==> src/rtl/multi_timer_if.sv <==
// CPU MMIO bus as seen by the multi-channel timer: one chip-select,
// read/write strobes, {channel, reg} address, 8-bit data in each direction.
interface multi_timer_if #(
  parameter int AW = 3
) ();
  logic          cs_n;
  logic          re;
  logic          we;
  logic [AW-1:0] addr;
  logic [7:0]    dIn;
  logic [7:0]    dOut;

  modport master (output cs_n, re, we, addr, dIn, input dOut);
  modport slave  (input cs_n, re, we, addr, dIn, output dOut);
endinterface

==> src/rtl/multi_timer.sv <==
// NUM_CH independent prescaled down-counters with reload, periodic/one-shot
// mode, interrupt mask and pending flag, behind one MMIO chip-select.
// Drives per-channel raw pending flags and one combined active-low interrupt.
module multi_timer #(
  parameter int NUM_CH = 2,
  parameter int CNT_W  = 7,
  parameter int DIV_W  = 10
) (
  input  logic              clk,
  input  logic              reset_n,
  input  logic              clk_en,
  multi_timer_if.slave      bus,
  input  logic [NUM_CH-1:0] irq_ack,
  output logic [NUM_CH-1:0] irq_pend,
  output logic              irq_n
);

  // Address is {channel, reg[1:0]}; for a single channel only reg remains.
  localparam int AW = $clog2(NUM_CH) + 2;

  typedef struct packed {
    logic [CNT_W-1:0] counter;
    logic [CNT_W-1:0] reload;
    logic [DIV_W-1:0] div;
    logic             en;
    logic             oneshot;
    logic             mask;
    logic             pend;
  } ch_t;

  localparam ch_t CH_RST = '{
    counter: '0, reload: '0, div: '1,
    en: 1'b0, oneshot: 1'b0, mask: 1'b0, pend: 1'b0
  };

  typedef enum logic [1:0] {
    REG_CNT  = 2'd0,
    REG_CTRL = 2'd1,
    REG_STAT = 2'd2,
    REG_RSVD = 2'd3
  } reg_e;

  ch_t             ch_q [NUM_CH];
  ch_t             ch_d [NUM_CH];
  logic [AW-1:0]   ch_idx;
  reg_e            reg_sel;
  logic            wr_en;
  logic            rd_en;
  logic [NUM_CH-1:0] tick;
  logic [NUM_CH-1:0] uf;
  logic            unused_dIn;

  assign ch_idx     = bus.addr >> 2;
  assign reg_sel    = reg_e'(bus.addr[1:0]);
  assign wr_en      = ~bus.cs_n & bus.we & clk_en;
  assign rd_en      = ~bus.cs_n & bus.re;
  assign unused_dIn = ^bus.dIn;

  // Next-state for every channel: prescaler, counter/underflow, then bus writes.
  // NOTE: every field starts from its current value so no path leaves a
  // signal unassigned, which keeps this block free of inferred latches.
  always_comb begin
    tick = '0;
    uf   = '0;
    for (int c = 0; c < NUM_CH; c++) begin
      ch_d[c] = ch_q[c];
      tick[c] = clk_en & ch_q[c].en & (ch_q[c].div == '0);
      uf[c]   = tick[c] & (ch_q[c].counter == '0);

      if (clk_en && ch_q[c].en)
        ch_d[c].div = ch_q[c].div - DIV_W'(1);

      if (tick[c]) begin
        if (uf[c]) begin
          // Reads the registered reload, so a same-cycle reload write
          // only affects the following period.
          ch_d[c].counter = ch_q[c].reload;
          ch_d[c].pend    = 1'b1;
          if (ch_q[c].oneshot)
            ch_d[c].en = 1'b0;
        end else begin
          ch_d[c].counter = ch_q[c].counter - CNT_W'(1);
        end
      end

      if (wr_en && ch_idx == AW'(c)) begin
        case (reg_sel)
          REG_CNT: ch_d[c].reload = bus.dIn[CNT_W-1:0];
          REG_CTRL: begin
            if (bus.dIn[0]) begin
              // Start only from idle; a start while running is not a restart.
              if (!ch_q[c].en) begin
                ch_d[c].counter = ch_q[c].reload;
                ch_d[c].div     = '1;
                ch_d[c].en      = 1'b1;
              end
            end else begin
              ch_d[c].en = 1'b0;
            end
            ch_d[c].oneshot = bus.dIn[1];
            ch_d[c].mask    = bus.dIn[2];
          end
          REG_STAT: if (bus.dIn[0] && !uf[c]) ch_d[c].pend = 1'b0;
          default: ;
        endcase
      end

      // Underflow setting pend wins over any same-cycle clear.
      if (clk_en && irq_ack[c] && !uf[c])
        ch_d[c].pend = 1'b0;
    end
  end

  // Channel state register.
  // NOTE: state flops use non-blocking assignments; the comb block above uses
  // blocking ones. The channel array is a handful of flops, so it is reset.
  always_ff @(posedge clk or negedge reset_n) begin
    if (!reset_n) begin
      for (int c = 0; c < NUM_CH; c++)
        ch_q[c] <= CH_RST;
    end else begin
      for (int c = 0; c < NUM_CH; c++)
        ch_q[c] <= ch_d[c];
    end
  end

  // Read mux: combinational, zero when not selected or channel out of range.
  always_comb begin
    bus.dOut = '0;
    if (rd_en) begin
      for (int c = 0; c < NUM_CH; c++) begin
        if (ch_idx == AW'(c)) begin
          case (reg_sel)
            REG_CNT:  bus.dOut = 8'(ch_q[c].counter);
            REG_CTRL: bus.dOut = {5'b0, ch_q[c].mask, ch_q[c].oneshot, ch_q[c].en};
            REG_STAT: bus.dOut = {7'b0, ch_q[c].pend};
            default:  bus.dOut = '0;
          endcase
        end
      end
    end
  end

  // Interrupt outputs straight from flops: raw pend and masked OR.
  always_comb begin
    irq_n = 1'b1;
    for (int c = 0; c < NUM_CH; c++) begin
      irq_pend[c] = ch_q[c].pend;
      if (ch_q[c].pend && !ch_q[c].mask)
        irq_n = 1'b0;
    end
  end

endmodule

==> src/flat_wrapper.sv <==
// flat-port wrapper written by rule: the top's interface ports become plain ports
module multi_timer_flat 
#(
  parameter int NUM_CH = 2,
  parameter int CNT_W  = 7,
  parameter int DIV_W  = 10
)
  (clk, reset_n, clk_en, irq_ack, irq_pend, irq_n, bus_cs_n, bus_re, bus_we, bus_addr, bus_dIn, bus_dOut);
  multi_timer_if #(.AW(($clog2(NUM_CH) + 2))) bus_i ();
  input  logic clk;
  input  logic reset_n;
  input  logic clk_en;
  input  logic [NUM_CH-1:0] irq_ack;
  output logic [NUM_CH-1:0] irq_pend;
  output logic irq_n;
  input wire logic [$bits(bus_i.cs_n)-1:0] bus_cs_n;
  input wire logic [$bits(bus_i.re)-1:0] bus_re;
  input wire logic [$bits(bus_i.we)-1:0] bus_we;
  input wire logic [$bits(bus_i.addr)-1:0] bus_addr;
  input wire logic [$bits(bus_i.dIn)-1:0] bus_dIn;
  output wire logic [$bits(bus_i.dOut)-1:0] bus_dOut;
  assign bus_i.cs_n = bus_cs_n;
  assign bus_i.re = bus_re;
  assign bus_i.we = bus_we;
  assign bus_i.addr = bus_addr;
  assign bus_i.dIn = bus_dIn;
  assign bus_dOut = bus_i.dOut;
  multi_timer #(.NUM_CH(NUM_CH), .CNT_W(CNT_W), .DIV_W(DIV_W)) u_core (.clk(clk), .reset_n(reset_n), .clk_en(clk_en), .bus(bus_i), .irq_ack(irq_ack), .irq_pend(irq_pend), .irq_n(irq_n));
endmodule
==> config.mk <==
export PLATFORM = sky130hd
export DESIGN_NAME = multi_timer_flat
export DESIGN_NICKNAME = d
export VERILOG_FILES = /design/src/rtl/multi_timer_if.sv /design/src/rtl/multi_timer.sv /design/src/flat_wrapper.sv
export SDC_FILE = /design/constraint.sdc
export NUM_CORES = 1
export LEC_CHECK = 0
export CELL_PAD_IN_SITES_DETAIL_PLACEMENT = 1
export CELL_PAD_IN_SITES_GLOBAL_PLACEMENT = 1
export CORE_ASPECT_RATIO = 0.5
export CORE_MARGIN = 8
export CORE_UTILIZATION = 48
export DETAILED_ROUTE_END_ITERATION = 12
export PLACE_DENSITY_LB_ADDON = 0.12
export SETUP_SLACK_MARGIN = 0.5
export SLEW_MARGIN = 20
export SYNTH_ARGS = -nofsm -noshare
export SYNTH_HDL_FRONTEND = slang
export SYNTH_SLANG_ARGS = --single-unit
==> constraint.sdc <==
create_clock -name clk -period 3.3 [get_ports clk]
set_clock_uncertainty 0.2 [all_clocks]
set_input_delay 0.825 -clock clk [delete_from_list [all_inputs] [get_ports clk]]
set_output_delay 0.825 -clock clk [all_outputs]
set_load 0.1 [all_outputs]
Word-level counts from Yosys, hierarchy flattened
Cells that the tools add are included.
{"block": "word_totals", "regBits": 56, "out_inout_bits": 11}
{"block": "classes", "eq_ne": 2, "bitwise_logic": 10, "mux": 47, "reduce_logical": 26, "add_sub_neg": 4}
{"cell": "2-to-1 mux 7 bit", "count": 12}
{"cell": "2-to-1 mux 28 bit", "count": 2}
{"cell": "case mux 7 bit (3 select lines)", "count": 2}
{"cell": "2-to-1 mux 10 bit", "count": 4}
{"cell": "2-to-1 mux 13 bit", "count": 2}
{"cell": "2-to-1 mux 8 bit", "count": 3}
{"cell": "2-to-1 mux 11 bit", "count": 2}
{"cell": "zero test 10 bit", "count": 2}
{"cell": "2-to-1 mux 1 bit", "count": 20}
{"cell": "subtractor 10 x 1 -> 10 bit (second input constant)", "count": 2}
{"cell": "zero test 7 bit", "count": 2}
{"cell": "subtractor 7 x 1 -> 7 bit (second input constant)", "count": 2}
{"cell": "logical AND 1 bit", "count": 12}
{"cell": "bitwise AND 1 bit", "count": 9}
{"cell": "AND reduction 2 bit", "count": 4}
{"cell": "zero test 1 bit", "count": 4}
{"cell": "zero test 3 bit", "count": 1}
{"cell": "== test 2 x 1 -> 1 bit (second input constant)", "count": 1}
{"cell": "== test 2 bit (second input constant)", "count": 1}
{"cell": "zero test 2 bit", "count": 1}
{"cell": "inverter 1 bit", "count": 1}

Logic depth before layout (Yosys ltp)
Gate-level depths: netlist of the first run.
{"block": "depth", "ltp_word": 10, "mapped_depth": 8}

Worst setup path before layout of the first run
Ideal clock, no wire load.
{"block": "synth_path", "kind": "in2out", "from": "in bus_addr[0]", "to": "out bus_dOut[0]", "n_path_buf": 1, "slack_ns": -1.444, "t_arrival_ns": 3.719, "stages": 5, "path_cell_list": "clkbuf_1 -> mux2i_1 -> o211ai_1 -> o21ai_0 -> a211oi_1"}
{"block": "synth_via", "elab_chain_len": 5}
{"item": "start, declared", "line_no": "flat_wrapper.sv:19", "text": "input wire logic [$bits(bus_i.addr)-1:0] bus_addr;"}
{"item": "== test 2 bit (tied with other cells)", "line_no": "multi_timer.sv:133", "text": "case (reg_sel)"}
{"item": "case mux 7 bit (3 select lines)", "line_no": "multi_timer.sv:133"}
{"item": "2-to-1 mux 8 bit", "line_no": "multi_timer.sv:132", "text": "if (ch_idx == AW'(c)) begin"}
{"item": "2-to-1 mux 8 bit (*)", "line_no": "multi_timer.sv:132"}
{"item": "2-to-1 mux 8 bit (*)", "line_no": "multi_timer.sv:130", "text": "if (rd_en) begin"}
{"item": "end, declared", "line_no": "flat_wrapper.sv:21", "text": "output wire logic [$bits(bus_i.dOut)-1:0] bus_dOut;"}
Mark *: on every way between the ends. The rest lies on a longest branch, timed or not.

Final worst setup path of the first run
Ends and elaborated chain as after synthesis.

==> results of run 1 <==
-- cell usage after synthesis, types with 2 or more instances --
master	number	area share [%]
dfrtp_1	36	29
nand2_1	31	3.8
nor2_1	22	2.7
dfstp_2	20	17
o21ai_0	18	2.9
mux2_2	16	5.8
inv_1	15	1.8
nand3_1	13	2.1
a21oi_1	11	1.8
xnor2_1	11	3.1
clkbuf_1	9	1.1
nor3_1	8	1.3
ha_1	6	2.4
mux2i_1	6	1.9
nor4_1	6	1.2
o211ai_1	6	1.5
or3_1	6	1.2
xor2_1	5	1.4
a211oi_1	3	0.73
and3_1	3	0.61
buf_4	3	0.73
nand3b_1	3	0.73
nor4b_1	3	0.85
o31ai_1	3	0.73
a31oi_1	2	0.40
and4b_1	2	0.65
clkbuf_8	2	0.89
mux4_2	2	1.5
nand2b_1	2	0.40
nand4b_1	2	0.57
nor2b_1	2	0.40
nor3b_1	2	0.48
o21a_1	2	0.48
o22ai_1	2	0.40
or2_2	2	0.40
or3b_2	2	0.57
-- layer usage --
layer	GRT usage [%]	up-vias	share of wire [%]
met5	0	-	0
li1	-	1199	-
met3	4.227	19	5.3
met1	26.20	1330	42
met4	6.378	0	1.8
met2	37.65	56	51
-- registers in the layout, indices dropped and copies added (netlist names) --
signal           count
u_core.irq_pend      2
u_core.ch_q         54
-- worst max-delay path by stage --
| stage | slack [ns] | from | endpoint | cells after the start |
|---|---|---|---|---|
| 6_report | 0.32 | bus_addr[0] | bus_dOut[0] | 7 |
| 4_1_cts | 0.36 | bus_addr[0] | bus_dOut[0] | 7 |
| 5_1_grt | 0.27 | bus_addr[0] | bus_dOut[0] | 7 |
| 3_3_place_gp | -0.05 | bus_addr[0] | bus_dOut[0] | 7 |
| 2_1_floorplan | 0.05 | bus_addr[0] | bus_dOut[0] | 5 |
| 3_5_place_dp | -0.12 | bus_addr[0] | bus_dOut[0] | 7 |
-- layout by cell type (no fill, tap or decap), types with 4 or more instances in the layout --
master            n
dfrtp_1          36
nand2_1          31
buf_4            27
dfstp_2          20
nor2_1           18
o21ai_0          16
mux2_2           16
inv_1            15
nand3_1          13
a21oi_1          11
xnor2_1          11
clkdlybuf4s50_1  10
nor3_1            8
buf_12            8
mux2i_1           6
o211ai_1          6
nor4_1            6
ha_1              6
xor2_1            5
or3_1             5
clkbuf_16         5
nor2_4            4
buf_2             4
buf_6             4
-- worst max-delay path: cells and delay by family --
kind | cells | cell delay (ns)
mux | 1 | 0.12
buf+inv | 3 | 0.44
compound gates | 3 | 0.57
-- repair_timing --
action	CTS	global route
endpoints found under the setup margin	25	10
pin swaps	4	4
gates cloned	2	0
gates resized for setup	34	4
setup buffers	7	2
endpoints found under the hold margin	0	0
-- where the power goes --
| part | leakage (µW) | internal (µW) | switching, µW |
|---|---|---|---|
| clock | 0.0000714 | 284 | 243 |
| sequential | 0.000674 | 1010 | 270 |
| combinational | 0.000970 | 385 | 470 |
| total | 0.00172 | 1680 | 983 |
-- metrics by stage --
stage / hold slack (ns) / utilization, % / TNS (ns) / power, µW
global placement: 0.2707 / 59.72 / -0.1020 / 1997
finish: 0.3107 / 64.27 / 0 / 2661
CTS: 0.3103 / 63.92 / 0 / 2670
floorplan: 0.2530 / - / 0 / 1813
detailed placement: 0.2810 / 59.72 / -0.1926 / 2098
global route: 0.3408 / 64.27 / 0 / 2832
-- cells by family after synthesis --
kind of cell,after synthesis,share of synthesized area [%]
AND/OR/NAND/NOR,120,21.73
buffers and inverters,31,5.048
multiplexers,24,9.208
adder cells (fa/ha/maj),6,2.423
AO/OA/AOI/OAI,54,10.90
flip-flops,56,46.04
XOR/XNOR,16,4.523
other,1,0.1210
-- layout make-up --
cell class              instances  share of cell area (%)
clock buffers                   6                   3.257
clock inverters                 2                  0.3795
inverters                      15                   1.423
multi-input cells             221                   40.67
flip-flops and latches         56                   36.05
well taps                      88                   2.783
repair buffers                 58                   15.43
==> results.sh, run 1 <==
export IMPL_status="finished clean"
export IMPL_hold_end="u_core.ch_q[6]$_DFF_PN1_"
export IMPL_fillers=680
export IMPL_worstMarginPinSlew_ns=0.9321
export IMPL_crit_chain="buf_8 > buf_12 > mux2i_1 > o211ai_1 > o21ai_2 > a211oi_4 > buf_12"
export IMPL_pre_cts_slack_ns=-0.1213
export IMPL_cts_sinks=56
export IMPL_core_area_um2=6156
export IMPL_rsz0062_at_grt="yes"
export IMPL_clk_pin_slew_ns=0.07
export IMPL_die_height_um=72.81
export IMPL_crit_top_cell="buf_12"
export IMPL_grt_pass1_wl_mm=15.55
export IMPL_numCtsBuffers=5
export IMPL_nets=382
export IMPL_port_buffers=27
export IMPL_hp_class="register to register"
export IMPL_gr_total_overflow=0
export IMPL_syn_num_nets=333
export IMPL_cts_tree="yes"
export IMPL_max_stage_delay_ns=0.23
export IMPL_die_area_um2=9437
export IMPL_dr_first_iter_drc_count=210
export IMPL_critPathKind="input port to primary output"
export IMPL_routed_wl_mm=9.463
export IMPL_regArea_um2=1426
export IMPL_finalSetupViolCount=0
export IMPL_min_delay_start="u_core.ch_q[6]$_DFF_PN1_"
export IMPL_drive_gt1_share_pct=32.68
export IMPL_ir_worst_vdd_v=0.0003862
export IMPL_area_delta_synth_final_pct=27.71
export IMPL_syn_area_um2=3098
export IMPL_crit_path_start_kind="input port"
export IMPL_r2r_cells=8
export IMPL_synth_distinct_cells=57
export IMPL_worst_path_max_fanout=6
export IMPL_finalWeightedCongestion=0.8979
export IMPL_syn_instance_count=308
export IMPL_fmax_mhz=335.4
export IMPL_slew_headroom_pct=37.86
export IMPL_h_tree_depth=2
export IMPL_synth_async_sr_flop_share_pct=100.0
export IMPL_cp_required_ns=2.27
export IMPL_dieWidth_um=129.6
export IMPL_clk_latency_ns=0.30
export IMPL_drv_cap=0
export IMPL_rows=20
export IMPL_routed_via_density=5.839
export IMPL_slew_viol_final=0
export IMPL_syn_area_per_cell_um2=10.06
export IMPL_hold_depth=2
export IMPL_wire_per_inst_um=21.22
export IMPL_synthFlopType="dfrtp_1"
export IMPL_yosysWarnings=0
export IMPL_cpMaxStageDelayCell="a211oi_4"
export IMPL_clock_path_buffers=2
export IMPL_synth_edf_count=0
export IMPL_power_density_nw_per_um2=672.7
export IMPL_postSynthRegisterBits=56
export IMPL_drc=0
export IMPL_vias=2604
export IMPL_grt_pass1_vias=2857
export IMPL_final_cells=446
export IMPL_hold_viol=0
export IMPL_antennaDiodeCount=0
export IMPL_critPathCaptureType="primary output"
export IMPL_r2r_end="u_core.ch_q[21]$_DFF_PN0_"
export IMPL_placed_cell_area_um2=3676
export IMPL_period_share_pct=90.36
export IMPL_io_pins=30
export IMPL_hold_buffers=0
export IMPL_grt_max_degree=41
export IMPL_root_buffer="clkbuf_16"
export IMPL_min_period_ns=2.982
export IMPL_cp_arrival_ns=1.96
export IMPL_stdcell_area_um2=3956
export IMPL_rrSetupSlack_ns=0.99
export IMPL_ant_nets=0
export IMPL_multi_input_area_um2=1609
export IMPL_r2r_start="u_core.ch_q[4]$_DFF_PN1_"
export IMPL_initial_utilization_pct=50.33
export IMPL_dpl_cell_count=427
export IMPL_p_leak_uw=0.001715
export IMPL_hpwlAfterDp_mm=6.611
export IMPL_firstDrtPassIters=4
export IMPL_setup_slack_ns=0.3181
export IMPL_antenna_found_initial=0
export IMPL_ys_seq_area_share_pct=46.04
export IMPL_grt_usage_pct=21.44
No activity file was read; power rests on OpenSTA's default activity.
==> run 2, diff against run 1 <==
--- a/config.mk
+++ b/config.mk
@@ -10,6 +10,7 @@
 export CORE_ASPECT_RATIO = 0.5
 export CORE_MARGIN = 8
 export CORE_UTILIZATION = 48
+export CTS_CLUSTER_DIAMETER = 200
 export DETAILED_ROUTE_END_ITERATION = 12
 export PLACE_DENSITY_LB_ADDON = 0.12
 export SETUP_SLACK_MARGIN = 0.5
==> results of run 2 <==
Same layout as run 1: the final DEF is identical, and so are final timing and power.
==> run 3, diff against run 2 <==
--- a/config.mk
+++ b/config.mk
@@ -5,6 +5,7 @@
 export SDC_FILE = /design/constraint.sdc
 export NUM_CORES = 1
 export LEC_CHECK = 0
+export CAP_MARGIN = 25
 export CELL_PAD_IN_SITES_DETAIL_PLACEMENT = 1
 export CELL_PAD_IN_SITES_GLOBAL_PLACEMENT = 1
 export CORE_ASPECT_RATIO = 0.5
==> constraint.sdc (replaced) <==
create_clock -name clk -period 3.3 [get_ports clk]
set_clock_uncertainty 0.2 [all_clocks]
set_input_delay 0.66 -clock clk [delete_from_list [all_inputs] [get_ports clk]]
set_output_delay 0.66 -clock clk [all_outputs]
set_load 0.1 [all_outputs]
==> results.sh, run 3 (same netlist as run 1, synthesis figures left out) <==
export IMPL_wl_met2_mm=4.192
export IMPL_cpMaxStageDelayCell="clkdlybuf4s50_1"
export IMPL_initial_utilization_pct=50.33
export IMPL_antennaDiodeCount=0
export IMPL_hp_class="input port to asynchronous set/reset pin"
export IMPL_gr_total_overflow=0
export IMPL_crit_path_start_kind="input port"
export IMPL_wire_per_inst_um=20.63
export IMPL_clk_pin_slew_ns=0.07
export IMPL_cp_num_buf_inv=1
export IMPL_wl_met1_mm=4.028
export IMPL_crit_family="simple AND/OR/NAND/NOR gates"
export IMPL_root_buffer="clkbuf_16"
export IMPL_largest_reg_flops=54
export IMPL_dieWidth_um=129.6
export IMPL_period_share_pct=82.82
export IMPL_finalSetupViolCount=0
export IMPL_ir_worst_vdd_v=0.0004469
export IMPL_switching_share_pct=35.60
export IMPL_h_tree_depth=2
export IMPL_grt_pass1_wl_mm=14.19
export IMPL_cp_arrival_ns=2.70
export IMPL_area_delta_synth_final_pct=23.22
export IMPL_max_stage_delay_ns=0.71
export IMPL_stdcell_area_um2=3817
export IMPL_core_area_um2=6156
export IMPL_ant_nets=0
export IMPL_clock_path_buffers=2
export IMPL_drc=0
export IMPL_finish_utilization_pct=62.01
export IMPL_nets=368
export IMPL_vias=2523
export IMPL_top_layer_used="met4"
export IMPL_rows=20
export IMPL_io_pins=30
export IMPL_port_buffers=27
export IMPL_comb_power_share_pct=30.2
export IMPL_intPower_uw=1736
export IMPL_p_leak_uw=0.001633
export IMPL_drv_cap=0
export IMPL_routed_via_density=5.840
export IMPL_hold_buffers=0
export IMPL_status="finished clean"
export IMPL_crit_chain="clkdlybuf4s50_1 > nand4b_1 > nor4b_2 > a21oi_1 > nor2_1 > a21oi_1"
export IMPL_critPathCaptureType="register"
export IMPL_holdWs_ns=0.03846
export IMPL_placed_cell_area_um2=3583
export IMPL_slew_viol_final=0
export IMPL_firstDrtPassIters=4
export IMPL_finalSetupTns_ns=0
export IMPL_cp_required_ns=3.27
export IMPL_dr_wl_met3_um=510
export IMPL_grt_pass1_vias=2684
export IMPL_antenna_found_initial=0
export IMPL_cts_sinks=56
export IMPL_clock_power_share_pct=22.2
export IMPL_numCtsBuffers=5
export IMPL_fmax_mhz=365.9
export IMPL_min_period_ns=2.733
export IMPL_seqPwrFrac_pct=47.6
export IMPL_dr_first_iter_drc_count=119
export IMPL_power_density_nw_per_um2=706.2
export IMPL_pre_cts_slack_ns=0.2162
export IMPL_hold_viol=0
export IMPL_cts_tree="yes"
export IMPL_clk_latency_ns=0.29
export IMPL_final_common_cell="dfrtp_1"
export IMPL_crit_top_cell="a21oi_1"
export IMPL_regMostFlops="u_core.ch_q"
export IMPL_final_cell_mix="dfrtp_1 (36), nand2_1 (31), dfstp_2 (20), nor2_1 (18)"
export IMPL_routed_wl_mm=8.913
export IMPL_die_area_um2=9437
export IMPL_critPathKind="input port to register"
export IMPL_power_switching_uw=959.7
export IMPL_grt_usage_pct=19.26
export IMPL_rsz0062_at_grt="no"
export IMPL_drive_gt1_share_pct=28.78
export IMPL_finalWeightedCongestion=0.8376
export IMPL_grt_max_degree=43
export IMPL_worst_path_max_fanout=8
export IMPL_die_height_um=72.81
export IMPL_hpwlAfterDp_mm=6.244
export IMPL_setup_slack_ns=0.5669
[run 3: final timing paths]
check                                         start  slack (ns)                     endpoint  depth (start not counted)
setup reg to reg           u_core.ch_q[4]$_DFF_PN1_        1.00    u_core.ch_q[26]$_DFF_PN0_                          8
hold / removal                              reset_n        0.04  u_core.ch_q[14]$_DFFE_PN0P_                          1
max in group asynchronous                   reset_n        2.06    u_core.ch_q[36]$_DFF_PN1_                          3
min in group clk           u_core.ch_q[6]$_DFF_PN1_        0.30     u_core.ch_q[6]$_DFF_PN1_                          2
setup / recovery                             clk_en        0.57    u_core.ch_q[25]$_DFF_PN0_                          6
hold reg to reg            u_core.ch_q[6]$_DFF_PN1_        0.30     u_core.ch_q[6]$_DFF_PN1_                          2
[run 3: power by group through the flow]
stage	Combinational, µW	Clock [µW]	Sequential (µW)
after global placement	730	0	1260
after global routing	902	631	1320
after CTS	805	605	1280
final	813	598	1280
after detailed placement	784	0	1280
after floorplan	618	0	1180
[run 3: worst reg2reg max path, cell delays in order (launching register included)]
cell,delay [ns]
dfstp_2,0.37
inv_1,0.11
ha_1,0.17
or3b_2,0.47
nor4_4,0.15
buf_4,0.26
nand3_1,0.10
a31oi_1,0.20
o21ai_0,0.13
[run 3: metrics by stage]
| step | instances | power [µW] |
|---|---|---|
| global placement | 419 | 1991 |
| CTS | 429 | 2689 |
| global route | 432 | 2852 |
| detailed placement | 419 | 2066 |
| finish | 432 | 2696 |
| floorplan | 308 | 1802 |
[run 3: layout make-up]
class | count | area [µm²]
clock inverters | 2 | 35.03
well taps | 88 | 110.1
repair buffers | 44 | 470.5
inverters | 15 | 56.30
fillers | 692 | 2338
multi-input cells | 221 | 1590
clock buffers | 6 | 128.9
flip-flops and latches | 56 | 1426
[run 3: timing repair]
action	in CTS	in global routing
pin swaps	3	2
gates cloned	0	0
gates resized for setup	10	6
setup endpoints to repair	8	1
setup buffers	2	2
[run 3: layer usage]
| layer | GRT usage, % | vias to the layer above |
|---|---|---|
| li1 | - | 1172 |
| met1 | 25.66 | 1273 |
| met2 | 29.86 | 56 |
| met3 | 5.394 | 22 |
| met4 | 5.612 | 0 |
| met5 | 0 | - |
